**config.mk**
```make
export PLATFORM = sky130hd
export DESIGN_NAME = fx3_gpio_master_flat
export DESIGN_NICKNAME = d
export VERILOG_FILES = /design/src/rtl/fx3_gpio_master_if.sv /design/src/rtl/fx3_gpio_master.sv /design/src/flat_wrapper.sv
export SDC_FILE = /design/constraint.sdc
export NUM_CORES = 1
export LEC_CHECK = 0
export BUFFER_PORTS_ARGS = -buffer_cell sky130_fd_sc_hd__buf_2
export CAP_MARGIN = 10
export CORE_MARGIN = 5
export CORE_UTILIZATION = 51
export DETAILED_ROUTE_END_ITERATION = 16
export PLACE_DENSITY = 0.76
export SYNTH_ARGS = -nofsm -noshare
export SYNTH_HDL_FRONTEND = slang
export SYNTH_SLANG_ARGS = --single-unit
```
**constraint.sdc**
```tcl
create_clock -name clk -period 1.75 [get_ports clk]
set_input_delay 0.35 -clock clk [delete_from_list [all_inputs] [get_ports clk]]
set_output_delay 0.35 -clock clk [all_outputs]
set_load 0.05 [all_outputs]
```
**src/rtl/fx3_gpio_master_if.sv**
```systemverilog
// GPIO loopback link between the FPGA-side master and the Fx3 responder.
// GPO/INTR travel to the Fx3; GPI/ACK come back on the same clock.
interface fx3_gpio_master_if;
  logic [22:0] GPO;
  logic        INTR;
  logic [22:0] GPI;
  logic        ACK;

  modport master (output GPO, output INTR, input GPI, input ACK);
  modport slave  (input GPO, input INTR, output GPI, output ACK);
endinterface

```
**src/rtl/fx3_gpio_master.sv**
```systemverilog
// Fx3 GPIO loopback initiator: sends LFSR test words framed by INTR, waits for
// the echoed word on GPI/ACK and records per-test pass/fail.
module fx3_gpio_master #(
  parameter int unsigned N_TESTS     = 31,
  parameter logic [22:0] SEED        = 23'h5A5A5A,
  parameter int unsigned ACK_TIMEOUT = 1000,
  parameter int unsigned GAP_CYCLES  = 4
) (
  input  logic               clk,
  input  logic               rst,
  input  logic               start,
  fx3_gpio_master_if.master  fx3,
  output logic [31:0]        result_reg,
  output logic [5:0]         err_count,
  output logic               timeout_seen,
  output logic               busy,
  output logic               done
);

  localparam int unsigned TW = (ACK_TIMEOUT > 1) ? $clog2(ACK_TIMEOUT) : 1;
  localparam int unsigned GW = (GAP_CYCLES > 1) ? $clog2(GAP_CYCLES) : 1;
  localparam logic [TW-1:0] TO_LAST  = TW'(ACK_TIMEOUT - 1);
  localparam logic [GW-1:0] GAP_LAST = GW'(GAP_CYCLES - 1);
  localparam logic [4:0]    IDX_LAST = 5'(N_TESTS - 1);

  typedef enum logic [2:0] {
    S_IDLE,
    S_SEND,
    S_WAIT_ACK,
    S_CHECK,
    S_GAP,
    S_DONE
  } state_e;

  state_e        state_q, state_d;
  logic [22:0]   pattern_q, pattern_d;
  logic [22:0]   rx_q, rx_d;
  logic [22:0]   gpo_q, gpo_d;
  logic          intr_q, intr_d;
  logic [4:0]    idx_q, idx_d;
  logic [TW-1:0] to_cnt_q, to_cnt_d;
  logic          timed_out_q, timed_out_d;
  logic [GW-1:0] gap_q, gap_d;
  logic [31:0]   result_q, result_d;
  logic [5:0]    err_q, err_d;
  logic          ts_q, ts_d;
  logic          busy_q, busy_d;
  logic          done_q, done_d;
  logic          pass;
  logic [22:0]   pattern_next;

  // x^23 + x^18 + 1
  assign pattern_next = {pattern_q[21:0], pattern_q[22] ^ pattern_q[17]};

  always_comb begin
    state_d     = state_q;
    pattern_d   = pattern_q;
    rx_d        = rx_q;
    gpo_d       = gpo_q;
    intr_d      = 1'b1;
    idx_d       = idx_q;
    to_cnt_d    = to_cnt_q;
    timed_out_d = timed_out_q;
    gap_d       = gap_q;
    result_d    = result_q;
    err_d       = err_q;
    ts_d        = ts_q;
    busy_d      = busy_q;
    done_d      = done_q;
    pass        = 1'b0;

    unique case (state_q)
      S_IDLE, S_DONE: begin
        gpo_d = '0;
        if (start) begin
          result_d  = '0;
          err_d     = '0;
          ts_d      = 1'b0;
          pattern_d = SEED;
          idx_d     = '0;
          busy_d    = 1'b1;
          done_d    = 1'b0;
          state_d   = S_SEND;
        end
      end

      S_SEND: begin
        intr_d      = 1'b0;
        gpo_d       = pattern_q;
        to_cnt_d    = '0;
        timed_out_d = 1'b0;
        state_d     = S_WAIT_ACK;
      end

      S_WAIT_ACK: begin
        if (!fx3.ACK) begin
          rx_d    = fx3.GPI;
          state_d = S_CHECK;
        end else if (to_cnt_q == TO_LAST) begin
          ts_d        = 1'b1;
          timed_out_d = 1'b1;
          state_d     = S_CHECK;
        end else begin
          to_cnt_d = to_cnt_q + 1'b1;
        end
      end

      S_CHECK: begin
        // rx_q is stale after a timeout; timed_out_q alone forces the fail
        pass            = (rx_q == pattern_q) && !timed_out_q;
        result_d[idx_q] = pass;
        if (!pass && (err_q != 6'd63)) err_d = err_q + 1'b1;
        pattern_d = pattern_next;
        idx_d     = idx_q + 1'b1;
        gpo_d     = '0;
        if (idx_q == IDX_LAST) begin
          busy_d  = 1'b0;
          done_d  = 1'b1;
          state_d = S_DONE;
        end else begin
          gap_d   = '0;
          state_d = S_GAP;
        end
      end

      S_GAP: begin
        if (gap_q == GAP_LAST) state_d = S_SEND;
        else                   gap_d   = gap_q + 1'b1;
      end

      default: state_d = S_IDLE;
    endcase
  end

  always_ff @(posedge clk) begin
    if (rst) begin
      state_q     <= S_IDLE;
      pattern_q   <= '0;
      rx_q        <= '0;
      gpo_q       <= '0;
      intr_q      <= 1'b1;
      idx_q       <= '0;
      to_cnt_q    <= '0;
      timed_out_q <= 1'b0;
      gap_q       <= '0;
      result_q    <= '0;
      err_q       <= '0;
      ts_q        <= 1'b0;
      busy_q      <= 1'b0;
      done_q      <= 1'b0;
    end else begin
      state_q     <= state_d;
      pattern_q   <= pattern_d;
      rx_q        <= rx_d;
      gpo_q       <= gpo_d;
      intr_q      <= intr_d;
      idx_q       <= idx_d;
      to_cnt_q    <= to_cnt_d;
      timed_out_q <= timed_out_d;
      gap_q       <= gap_d;
      result_q    <= result_d;
      err_q       <= err_d;
      ts_q        <= ts_d;
      busy_q      <= busy_d;
      done_q      <= done_d;
    end
  end

  assign fx3.GPO      = gpo_q;
  assign fx3.INTR     = intr_q;
  assign result_reg   = result_q;
  assign err_count    = err_q;
  assign timeout_seen = ts_q;
  assign busy         = busy_q;
  assign done         = done_q;

endmodule
```
**src/flat_wrapper.sv**
```systemverilog
// flat-port wrapper written by rule: the top's interface ports become plain ports
module fx3_gpio_master_flat 
#(
  parameter int unsigned N_TESTS     = 31,
  parameter logic [22:0] SEED        = 23'h5A5A5A,
  parameter int unsigned ACK_TIMEOUT = 1000,
  parameter int unsigned GAP_CYCLES  = 4
)
  (clk, rst, start, result_reg, err_count, timeout_seen, busy, done, fx3_GPO, fx3_INTR, fx3_GPI, fx3_ACK);
  fx3_gpio_master_if fx3_i ();
  input  logic clk;
  input  logic rst;
  input  logic start;
  output logic [31:0] result_reg;
  output logic [5:0] err_count;
  output logic timeout_seen;
  output logic busy;
  output logic done;
  output wire logic [$bits(fx3_i.GPO)-1:0] fx3_GPO;
  output wire logic [$bits(fx3_i.INTR)-1:0] fx3_INTR;
  input wire logic [$bits(fx3_i.GPI)-1:0] fx3_GPI;
  input wire logic [$bits(fx3_i.ACK)-1:0] fx3_ACK;
  assign fx3_GPO = fx3_i.GPO;
  assign fx3_INTR = fx3_i.INTR;
  assign fx3_i.GPI = fx3_GPI;
  assign fx3_i.ACK = fx3_ACK;
  fx3_gpio_master #(.N_TESTS(N_TESTS), .SEED(SEED), .ACK_TIMEOUT(ACK_TIMEOUT), .GAP_CYCLES(GAP_CYCLES)) u_core (.clk(clk), .rst(rst), .start(start), .fx3(fx3_i), .result_reg(result_reg), .err_count(err_count), .timeout_seen(timeout_seen), .busy(busy), .done(done));
endmodule
```
======== Word-level counts from Yosys, hierarchy flattened ========
Cells that the tools add are included.
operators by class
  reduce and logical (&&, ||, !) cells .... 22
  equality and inequality tests ........... 20
  multiplexer cells ....................... 36
  $mul .................................... 0
  $add $sub $neg .......................... 4
  $lt $le $gt $ge ......................... 2
  divide/modulo/power cells ............... 0
  bitwise operators ....................... 2
  shifts and indexed selects .............. 0
operators with widths
  operator                                                         count
  23-bit one-hot mux with 2 select lines                           2
  32-bit one-hot mux with 2 select lines                           1
  32-bit bitwise mux                                               1
  32-bit 2-to-1 mux                                                1
  23-bit == test                                                   1
  23-bit 2-to-1 mux                                                1
  10-bit 2-to-1 mux                                                2
  10-bit one-hot mux with 2 select lines                           1
  3-bit AND reduction                                              6
  3-bit one-hot mux with 5 select lines                            1
  3-bit 2-to-1 mux                                                 4
  6-bit 2-to-1 mux                                                 2
  6-bit one-hot mux with 2 select lines                            1
  10-bit by 1-bit adder with 10-bit output, second input constant  1
  10-bit == test, second input constant                            1
  2-bit != test, second input constant                             5
  5-bit one-hot mux with 2 select lines                            1
  2-bit nonzero test                                               5
  1-bit 2-to-1 mux                                                 9
  2-bit by 1-bit != test with 1-bit output, second input constant  4
  1-bit one-hot mux with 2 select lines                            4
  6-bit by 1-bit adder with 6-bit output, second input constant    1
  3-bit by 2-bit == test with 1-bit output, second input constant  2
  3-bit == test, second input constant                             2
  22 further kinds                                                 27
word-level totals
  bits in read-only memories .............. 0
  memories ................................ 0
  latch bits .............................. 0
  input port bits ......................... 27
  output and inout port bits .............. 65
  RAM bits ................................ 0
  logic and storage cells ................. 100
  bits in registers ....................... 132

======== Longest topological paths before layout ========
Gate-level depths: netlist of run 1.
  word-level depth ........................ 6
  mapped depth ............................ 8
  depth with buffers taken out ............ 6

======== Worst setup path after synthesis of run 1 ========
OpenSTA, ideal clock, no wires.
  kind .................................... reg2reg
  from .................................... reg u_core.err_q[0] (netlist: u_core.err_count[0])
  to ...................................... reg u_core.err_q[0] (netlist: u_core.err_count[0])
  stages on the path, launching flop included .. 7
  buffers on the path ..................... 0
  data arrival time ....................... 1.618 ns
  library setup time ...................... 0.124 ns
  required time ........................... 1.626 ns
  setup slack ............................. 0.008 ns
  clock period less this slack ............ 1.742 ns
  cell sequence ........................... dfxtp_1 ha_1 nand3_1 or2_2 nand2_1 a21oi_1 mux2i_1
on the way
  cells in the longest elaborated chain, start to end .. 4
  elaborated cells on any way between the ends .. 7
  classes of those cells .................. 1 x add/sub; 2 x eq/ne; 2 x mux; 2 x reduce/logical
ends and longest elaborated chain
  element                                                                                         line                    source
  start, declared                                                                                 fx3_gpio_master.sv:45   logic [5:0] err_q, err_d;
  start signal, assigned                                                                          fx3_gpio_master.sv:162  err_q <= err_d;
  parallel branches: the longest is 4 deep, another holds 6-bit by 1-bit adder with 6-bit output  --
Several ways; the timed one is not identified. The select of a mux whose other input is x is not followed.
A chain may end at the register's enable or synchronous reset.

======== Worst setup path in the final report of run 1 ========
  from .................................... reg u_core.rx_q[9]
  to ...................................... reg u_core.result_q[27] (netlist: u_core.result_reg[27])
on the way
  cells in the longest elaborated chain, start to end .. 4
ends and longest elaborated chain
  element                                 line                    source
  start, declared                         fx3_gpio_master.sv:37   logic [22:0] rx_q, rx_d;
  start signal, assigned                  fx3_gpio_master.sv:154  rx_q <= rx_d;
  23-bit == test                          fx3_gpio_master.sv:110  pass = (rx_q == pattern_q) && !timed_out_q;
  1-bit logical AND                       fx3_gpio_master.sv:110
  32-bit bitwise mux                      fx3_gpio_master.sv:111  result_d[idx_q] = pass;
  32-bit one-hot mux with 2 select lines  fx3_gpio_master.sv:72   unique case (state_q)
  end signal, assigned                    fx3_gpio_master.sv:161  result_q <= result_d;
  end, declared                           fx3_gpio_master.sv:44   logic [31:0] result_q, result_d;
Every way passes these cells.

==> flow_summary.yaml, run 1 <==
synth:
  ys_seq_area_share_pct: 45.2
  yosysMostFrequentCell: "dfxtp_1"
  ys_async_sr_fraction_pct: 0
  syn_area_mm2: 0.00585
  yosysUniqueCellTypes: 57
  synth_commonest_cells: "dfxtp_1, nand2_1, a21oi_1"
  synth_top_family_by_area: "simple AND/OR/NAND/NOR gates"
  synth_nets: 732
  synthTopCellsByArea: "dfxtp_1, a21oi_1, nand2_1"
  synth_mux_area_share_pct: 0.685
  yosys_warnings: 0
  netlist_instances: 698
  syn_area_per_cell_um2: 8.38
  synth-xor-area-share_pct: 5.24
  synthAdderAreaFrac_pct: 1.50
  yosysTopAreaCell: "dfxtp_1"
  synth_seq_cells: 132
  synth_compound_area_share_pct: 20.5
  yosysTopAreaCellShare_pct: 45.2
  synth_edf_count: 0
  synth_flop_cell: "dfxtp_1"
  yosys.area_share.simple_pct: 21.8
critical_path:
  reg2reg_to: "u_core.result_reg[27]$_SDFFE_PP0P_"
  crit_type: "flip-flop to flip-flop"
  crit_path_max_fanout: 8
  cp_common_cell: "buf_12"
  r2r-start: "u_core.rx_q[9]$_SDFFE_PP0P_"
  cp.arrival_ns: 2.14
  crit_slowest_cell: "dfxtp_1"
  cp-start-kind: "flip-flop"
  crit_path_end_kind: "flip-flop"
  reg2reg_depth: 8
  crit_family: "simple AND/OR/NAND/NOR gates"
  cp_num_buf_inv: 3
  cp_slowest_stage_delay_ns: 0.37
  cp_data_required_time_ns: 2.10
  timing.reg2reg.setup_slack_ns: -0.04
  crit_chain: "xnor2_2, nand4_1, nor4_4, buf_6, buf_12, buf_12, nand3_1, a21oi_2"
pwr:
  power_mw: 9.44
  p_int_mw: 6.68
  p_per_area_mw_per_mm2: 1200
  max-vdd-ir-drop_mv: 0.755
  power_switching_mw: 2.75
  switching_share_pct: 29.2
  p_clk_share_pct: 41.1
  seqPwrFrac_pct: 35.3
  power_frac_comb_pct: 23.6
  cellLeakagePower_nw: 2.95
sta:
  setup_viol: 9
  tightest_slew_ns: 0.426
  finalHoldViolCount: 0
  finalSetupTns_ns: -0.202
  slew_headroom_pct: 71.5
  fin_skew_ns: 0.00623
  fmaxAchievable_mhz: 558
  slew_violations: 0
  post-route-min-period_ns: 1.79
  finalCritPeriodShare_pct: 102
  fin_ws_ns: -0.0427
  rsz0062_at_grt: "true"
layout:
  fill_cells: 813
  finalCoreUtilization_pct: 69.3
  finalNetCount: 841
  area.growth.synth_to_final_pct: 34.2
  insertedDiodeCount: 0
  drive_above_1_share_pct: 31.1
  largest_reg_flops: 32
floorplan:
  initial_core_util_pct: 51.6
  io_pins: 92
  rows: 39
  fp.dieH_um: 117
  fp.dieW_um: 117
  core-area_mm2: 0.0113
  dieArea_mm2: 0.0137
flow_run:
  drv_cap: 0
global_route:
  track_usage_pct: 23.4
  antenna_found_initial: 0
  grt_pass1_wl_um: 25300
  grt_max_degree: 42
  grt_pass1_vias: 5188
  grtUsageMet2_pct: 36.3
  grt.met3_usage_pct: 6.53
  top_usage_layer: "met2"
  grt_overflow: 0
  grt_util_met1_pct: 31.2
drt:
  first_pass_iters: 6
  drcViolationCount: 0
  antenna_left: 0
  vias_per_cell: 5.99
  initialDrtViolationCount: 707
  vias: 5770
  wl_um: 17000
  wl_per_cell_um: 17.7
worst_hold_path:
  hold_path_depth: 3
  min_from: "fx3_GPI[16]"
  worst_hold_path_type: "input pin to flip-flop"
  whs_endpoint: "u_core.rx_q[16]$_SDFFE_PP0P_"
status:
  failed_checks: "setup timing"
  outcome: "finished with violations"
placed_design:
  dp_hpwl_um: 10600
  numPortBuffers: 91
  finalWeightedCongestion: 0.873
cts:
  cts.path.max_buffers: 2
  numCtsBuffers: 17
  cts_tree: "yes"
  hold_buffers: 0
  clkLatencyLatePin_ns: 0.42
  clkTransAtPathRegs_ns: 0.05
  cts.root.buffer_cell: "clkbuf_16"
  clock_sinks: 132
  h-tree-depth: 4
==> per-layer routing <==
metal	part of all wire [%]	up-vias
met5	0	-
met4	2.8	0
met3	7.7	50
met2	47	271
met1	43	2758
li1	-	2691
==> stage by stage <==
| stage | hold slack [ns] | instance area (µm²) | setup WS [ns] | instances |
|---|---|---|---|---|
| 6_report | 0.159 | 7850 | -0.0427 | 963 |
| 5_1_grt | 0.165 | 7850 | -0.105 | 963 |
| 3_5_place_dp | 0.452 | 6670 | -0.0677 | 919 |
| 2_1_floorplan | 0.436 | 5850 | 0.00762 | 698 |
| 3_3_place_gp | 0.445 | 6670 | 0.0475 | 919 |
| 4_1_cts | 0.147 | 7390 | 0.000810 | 953 |
==> layout make-up <==
type,instances,area [µm²],area share [%]
Clock inverter,8,144,1.83
Sequential cell,132,2660,34.0
Timing Repair Buffer,145,1090,13.9
Multi-Input combinational cell,502,3220,41.1
Tap cell,143,179,2.28
Clock buffer,24,512,6.52
Inverter,9,33.8,0.431
==> layout by cell type (no fill, tap or decap), types with 3 or more instances in the layout <==
cell type and count:
clkbuf_16 21, nor2_1 72, nor3_1 3, nand4_1 15, nand3_1 35, a21oi_2 21, a211oi_1 16, buf_4 34
nand2_1 89, clkbuf_8 6, inv_1 9, a31oi_1 4, nor2_2 5, xnor2_1 27, o211ai_1 16, mux2i_1 4
buf_6 5, o21ai_0 20, or2_2 4, nor3_2 3, xor2_1 5, dfxtp_2 11, buf_2 91, buf_12 9
or3_1 6, nand3b_1 6, clkinv_2 3, nand3_2 7, bufinv_16 4, nand3_4 7, a22o_1 20, ha_1 7
a21oi_1 60, dfxtp_1 119, o21ai_1 4
==> worst register-to-register path: cells and delay by family (launching register included) <==
| family | cells | cell delay [ns] |
|---|---|---|
| and+or+nand+nor | 3 | 0.62 |
| xor gates and xnor gates | 1 | 0.12 |
| AOI/OAI and AO/OA | 1 | 0.15 |
| DFF | 1 | 0.37 |
| buffers and inverters | 3 | 0.47 |
==> power by group through the flow <==
stage / clock network (mW) / registers (mW) / logic (mW)
after floorplan: 0 / 3.43 / 0.997
after global placement: 0 / 3.36 / 1.62
after detailed placement: 0 / 3.36 / 1.66
after CTS: 3.92 / 3.30 / 1.75
after global routing: 4.06 / 3.34 / 2.37
final: 3.88 / 3.33 / 2.23
==> repair_timing <==
item,4_1_cts,5_1_grt
hold endpoints to repair,0,0
resized for setup,10,76
setup buffers,1,5
pin swaps,4,28
setup endpoints to repair,24,64
cloned,1,5
==> cells by family after synthesis <==
logic type	Yosys count
simple gates	272
flops	132
fa+ha+maj	7
compound gates	183
xor+xnor	35
mux	4
buf+inv	65
==> worst max-delay path by stage <==
stage                                         end  depth (start not counted)                             start
6_report       u_core.result_reg[27]$_SDFFE_PP0P_                          8       u_core.rx_q[9]$_SDFFE_PP0P_
5_1_grt        u_core.result_reg[11]$_SDFFE_PP0P_                          6    u_core.state_q[0]$_SDFFE_PP0P_
4_1_cts         u_core.result_reg[6]$_SDFFE_PP0P_                          8       u_core.rx_q[2]$_SDFFE_PP0P_
3_5_place_dp    u_core.result_reg[9]$_SDFFE_PP0P_                          6                             start
3_3_place_gp    u_core.result_reg[5]$_SDFFE_PP0P_                          6                             start
2_1_floorplan    u_core.err_count[0]$_SDFFE_PP0P_                          6  u_core.err_count[0]$_SDFFE_PP0P_
No activity file was read; power rests on OpenSTA's default activity.
==> run 2, diff against run 1 <==
Settings changed: BUFFER_PORTS_ARGS -buffer_cell sky130_fd_sc_hd__buf_2 to -buffer_cell sky130_fd_sc_hd__buf_4, GPL_ROUTABILITY_DRIVEN set to 1.
==> run 2 against run 1 <==
Compared with the run above:
- the flow still finishes with violations (setup timing)
- hold slack improved by 0.017 ns
- non-clock buffer count is 1 lower
- via count shrank 3.2%
- fmax increased by 1.7%
- clock skew is 0.0044 ns higher
- worst setup slack gained 0.030 ns
- wire length shrank 3.6%
- sequential share of layout area increased by 0.29 points
- core utilization fell by 0.42 points
- clock power down 10%
- design area fell by 0.61%
- flip-flop and latch count unchanged
==> flow_summary.yaml, run 2 (same netlist as run 1, synthesis figures left out) <==
layout:
  layout_commonest_cell: "buf_4"
  insertedDiodeCount: 0
  finalCoreUtilization_pct: 68.9
  drive_above_1_share_pct: 28.6
  final_cell_mix: "buf_4, dfxtp_1, nand2_1, a21oi_1, nor2_1"
  largest_reg_flops: 32
  finalNetCount: 839
  fin_area_mm2: 0.00780
  area.growth.synth_to_final_pct: 33.4
  instances_no_fill: 961
sta:
  rsz0062_at_grt: "true"
  fin_ws_ns: -0.0124
  tightest_slew_ns: 0.618
  fmaxAchievable_mhz: 567
  slew_violations: 0
  slew_headroom_pct: 58.5
  finalHoldViolCount: 0
  setup_viol: 2
  fin_skew_ns: 0.0106
  finalCritPeriodShare_pct: 101
  post-route-min-period_ns: 1.76
  whs_ns: 0.176
critical_path:
  reg2reg_to: "u_core.result_reg[21]$_SDFFE_PP0P_"
  crit_family: "simple AND/OR/NAND/NOR gates"
  cp_data_required_time_ns: 2.09
  crit_slowest_cell: "dfxtp_2"
  cp_num_buf_inv: 2
  crit_chain: "xnor2_2, nand4_1, nor4_4, buf_6, clkbuf_16, nand3_1, a21oi_1"
  crit_path_end_kind: "flip-flop"
  cp_slowest_stage_delay_ns: 0.35
  crit_path_max_fanout: 7
  timing.reg2reg.setup_slack_ns: -0.01
  cp.arrival_ns: 2.10
  cp-start-kind: "flip-flop"
  r2r-start: "u_core.pattern_q[9]$_SDFFE_PP0P_"
  crit_type: "flip-flop to flip-flop"
  reg2reg_depth: 7
  path_depth: 7
drt:
  vias_per_cell: 5.81
  wl_um: 16400
  initialDrtViolationCount: 644
  drcViolationCount: 0
  first_pass_iters: 6
  top_layer_used: "met4"
  met2_length_um: 7830
  wl_per_cell_um: 17.1
  vias: 5586
  wl_met3_um: 1060
  antenna_left: 0
  drt-met1-wl_um: 7160
global_route:
  track_usage_pct: 23.2
  antenna_found_initial: 0
  grt_max_degree: 44
  grt_pass1_vias: 5045
  grt_overflow: 0
  grt_pass1_wl_um: 25100
status:
  failed_checks: "setup timing"
  outcome: "finished with violations"
floorplan:
  fp.dieH_um: 117
  rows: 39
  fp.dieW_um: 117
  io_pins: 92
  core-area_mm2: 0.0113
  dieArea_mm2: 0.0137
  initial_core_util_pct: 51.6
placed_design:
  numPortBuffers: 91
  finalWeightedCongestion: 0.857
  placed_cell_area_mm2: 0.00690
  dp_cells: 921
  dp_hpwl_um: 10600
cts:
  cts_tree: "yes"
  clock_sinks: 132
  numCtsBuffers: 17
  clkLatencyLatePin_ns: 0.42
  h-tree-depth: 4
  cts.root.buffer_cell: "clkbuf_16"
  cts.path.max_buffers: 2
  hold_buffers: 0
  clkTransAtPathRegs_ns: 0.06
pwr:
  p_per_area_mw_per_mm2: 1140
  max-vdd-ir-drop_mv: 0.860
  cellLeakagePower_nw: 2.90
worst_hold_path:
  hold_path_depth: 3
  whs_endpoint: "u_core.rx_q[9]$_SDFFE_PP0P_"
  worst_hold_path_type: "input pin to flip-flop"
  min_from: "fx3_GPI[9]"
flow_run:
  drv_cap: 0
run 2: timing repair:
item	in CTS	in global routing
buffers inserted	1	2
pin swaps	4	17
setup endpoints to repair	9	42
resized for setup	8	43
gates cloned	1	4
run 2: layout make-up:
type,instances,area (µm²)
Clock buffer,23,478
Clock inverter,9,103
Fill cell,843,3520
Inverter,9,33.8
Multi-Input combinational cell,501,3050
Sequential cell,132,2670
Tap cell,143,179
Timing Repair Buffer,144,1280
run 2: routing by layer:
metal	global-route usage (%)	up-vias
met4	9.56	0
li1	-	2687
met1	31.6	2664
met3	5.35	31
met2	35.5	204
met5	0	-
run 2: worst reg2reg max path, cell delays in order (launching register included):
cell and delay [ns]:
dfxtp_2 0.35, xnor2_2 0.16, nand4_1 0.19, nor4_4 0.31
buf_6 0.19, clkbuf_16 0.17, nand3_1 0.12, a21oi_1 0.20
run 2: power by group:
group | internal, mW | switching (mW) | total (mW)
Clock | 2.20 | 1.28 | 3.48
Sequential | 3.17 | 0.166 | 3.34
Combinational | 0.900 | 1.18 | 2.08
run 2: worst max path at each step:
stage / slack (ns) / start / end
6_report: -0.01 / u_core.pattern_q[9]$_SDFFE_PP0P_ / u_core.result_reg[21]$_SDFFE_PP0P_
5_1_grt: -0.05 / u_core.pattern_q[14]$_SDFFE_PP0P_ / u_core.result_reg[27]$_SDFFE_PP0P_
4_1_cts: 0.004 / u_core.pattern_q[18]$_SDFFE_PP0P_ / u_core.result_reg[1]$_SDFFE_PP0P_
3_5_place_dp: -0.01 / u_core.pattern_q[5]$_SDFFE_PP0P_ / u_core.result_reg[1]$_SDFFE_PP0P_
3_3_place_gp: 0.05 / start / u_core.result_reg[5]$_SDFFE_PP0P_
2_1_floorplan: 0.008 / u_core.err_count[0]$_SDFFE_PP0P_ / u_core.err_count[0]$_SDFFE_PP0P_
run 2: through the flow:
step                total power [mW]  TNS, ns  worst slack, ns
detailed placement              5.07  -0.0199          -0.0147
global route                    9.23   -0.286          -0.0540
floorplan                       4.43        0          0.00762
CTS                             8.60        0          0.00372
finish                          8.90  -0.0241          -0.0124
global placement                5.02        0           0.0537
==> run 3, diff against run 2 <==
Settings changed: CORE_MARGIN 5 to 10.
==> run 3 against run 2 <==
Compared with the run above:
- the run still ends with setup timing left
- first-iteration DRC count shrank 6.8%
- fmax shrank 3.8%
- die area grew 18%
- via count grew 3.4%
- global-route usage shrank 3.3 points
- flip-flop and latch count is the same
- worst setup slack lost 0.069 ns
- sequential power is essentially flat
- critical endpoint is now u_core.result_reg[19]$_SDFFE_PP0P_
- highest routed layer unchanged
==> flow_summary.yaml, run 3 (same netlist as run 1, synthesis figures left out) <==
status:
  outcome: "finished with violations"
  failed_checks: "setup timing"
cts:
  cts.path.max_buffers: 2
  hold_buffers: 0
  clkLatencyLatePin_ns: 0.42
  clkTransAtPathRegs_ns: 0.06
  cts.root.buffer_cell: "clkbuf_16"
  numCtsBuffers: 17
  cts_tree: "yes"
  h-tree-depth: 4
  clock_sinks: 132
drt:
  wl_per_cell_um: 18.0
  antenna_left: 0
  wl_um: 17400
  vias: 5778
  vias_per_cell: 5.96
  initialDrtViolationCount: 600
  drcViolationCount: 0
  first_pass_iters: 5
critical_path:
  cp_data_required_time_ns: 2.08
  crit_slowest_cell: "dfxtp_2"
  crit_path_end_kind: "flip-flop"
  cp_slowest_stage_delay_ns: 0.37
  crit_type: "flip-flop to flip-flop"
  reg2reg_depth: 8
  crit_path_max_fanout: 6
  crit_chain: "xnor2_2, nand4_1, nor4_4, buf_6, buf_12, buf_16, nand4_1, a21oi_1"
  reg2reg_to: "u_core.result_reg[19]$_SDFFE_PP0P_"
  r2r-start: "u_core.pattern_q[12]$_SDFFE_PP0P_"
  cp.arrival_ns: 2.17
  cp_common_cell: "nand4_1"
  cp-start-kind: "flip-flop"
  timing.reg2reg.setup_slack_ns: -0.08
layout:
  area.growth.synth_to_final_pct: 33.8
  instances_no_fill: 969
  drive_above_1_share_pct: 28.2
  insertedDiodeCount: 0
  final_cell_mix: "buf_4, dfxtp_1, nand2_1, nor2_1, a21oi_1"
  layout_commonest_cell: "buf_4"
  largest_reg_flops: 32
  fin_area_mm2: 0.00782
  finalNetCount: 847
sta:
  fin_ws_ns: -0.0813
  fmaxAchievable_mhz: 546
  finalCritPeriodShare_pct: 105
  post-route-min-period_ns: 1.83
  finalHoldViolCount: 0
  slew_violations: 0
  whs_ns: 0.180
  slew_headroom_pct: 61.3
  setup_viol: 3
  fin_skew_ns: 0.0122
  tightest_slew_ns: 0.576
  rsz0062_at_grt: "true"
pwr:
  power_frac_comb_pct: 23.7
  power_switching_mw: 2.62
  p_per_area_mw_per_mm2: 1130
  switching_share_pct: 29.7
  max-vdd-ir-drop_mv: 0.962
  p_clk_share_pct: 38.5
  cellLeakagePower_nw: 2.94
  p_int_mw: 6.19
  seqPwrFrac_pct: 37.8
floorplan:
  dieArea_mm2: 0.0161
  fp.dieH_um: 127
  initial_core_util_pct: 51.6
  core-area_mm2: 0.0113
  io_pins: 92
  rows: 39
  fp.dieW_um: 127
placed_design:
  numPortBuffers: 91
  dp_cells: 921
  dp_slack_ns: -0.112
  dp_hpwl_um: 11200
  placed_cell_area_mm2: 0.00692
  finalWeightedCongestion: 0.863
global_route:
  grt_pass1_wl_um: 26900
  track_usage_pct: 19.9
  grt_pass1_vias: 5316
  antenna_found_initial: 0
  grt_overflow: 0
  grt_max_degree: 42
worst_hold_path:
  worst_hold_path_type: "input pin to flip-flop"
  hold_path_depth: 3
  min_from: "fx3_GPI[9]"
  whs_endpoint: "u_core.rx_q[9]$_SDFFE_PP0P_"
flow_run:
  drv_cap: 0
==> run 3: changes by cell type in the layout (fill, tap and decap cells not counted), moves of 2 or more <==
cell      delta
a21oi_2      +2
dfxtp_1      +4
nand3_1      +5
a21oi_1      -2
clkinv_4     -2
clkbuf_8     -2
dfxtp_2      -4
buf_12       +3
nand3_2      -5
buf_4        +6
==> run 3: cell type report <==
class | instances | area [µm²]
fill | 834 | 3500
multi-input combinational | 502 | 3030
sequential | 132 | 2670
timing repair buffer | 151 | 1350
clock buffer | 22 | 454
tap | 143 | 179
clock inverter | 10 | 106
inverter | 9 | 33.8
==> run 3: worst max-delay path by stage <==
stage | start | end | slack [ns] | depth (start not counted)
final | u_core.pattern_q[12]$_SDFFE_PP0P_ | u_core.result_reg[19]$_SDFFE_PP0P_ | -0.08 | 8
after CTS | u_core.to_cnt_q[0]$_SDFFE_PP0P_ | u_core.to_cnt_q[5]$_SDFFE_PP0P_ | 0.0006 | 6
after detailed placement | start | u_core.result_reg[21]$_SDFFE_PP0P_ | -0.11 | 6
after global routing | u_core.pattern_q[12]$_SDFFE_PP0P_ | u_core.result_reg[19]$_SDFFE_PP0P_ | -0.16 | 8
after global placement | u_core.pattern_q[5]$_SDFFE_PP0P_ | u_core.result_reg[5]$_SDFFE_PP0P_ | 0.03 | 7
after floorplan | u_core.err_count[0]$_SDFFE_PP0P_ | u_core.err_count[0]$_SDFFE_PP0P_ | 0.008 | 6
==> run 3: routing by layer <==
| metal | track usage [%] | wire length [µm] |
|---|---|---|
| met1 | 25.3 | 7370 |
| met3 | 5.50 | 1390 |
| met2 | 31.5 | 8360 |
| met5 | 0 | 0 |
| met4 | 7.10 | 296 |
==> run 3: critical path, delay by kind of cell (launching register included) <==
family | cells | cell delay (ns)
compound gates | 1 | 0.23
xor+xnor | 1 | 0.12
buf+inv | 3 | 0.39
flops | 1 | 0.37
simple gates | 3 | 0.64
==> run 3: power by group through the flow <==
stage               combinational (mW)  clock (mW)  sequential [mW]
detailed placement                1.72           0             3.37
CTS                               1.83        3.42             3.31
finish                            2.09        3.39             3.33
global route                      2.21        3.54             3.35
global placement                  1.69           0             3.36
floorplan                        0.997           0             3.43
==> run 3: metrics by stage <==
stage	setup TNS (ns)	util [%]	power [mW]
3_3_place_gp	0	61.1	5.05
6_report	-0.0950	69.1	8.80
5_1_grt	-2.13	69.1	9.10
2_1_floorplan	0	-	4.43
4_1_cts	0	66.8	8.56
3_5_place_dp	-0.270	61.1	5.09
==> run 3: what timing repair did <==
action,4_1_cts,5_1_grt
resized for setup,6,36
pin swaps,3,15
setup buffers,4,7
cloned,1,4
endpoints found under the setup margin,14,53
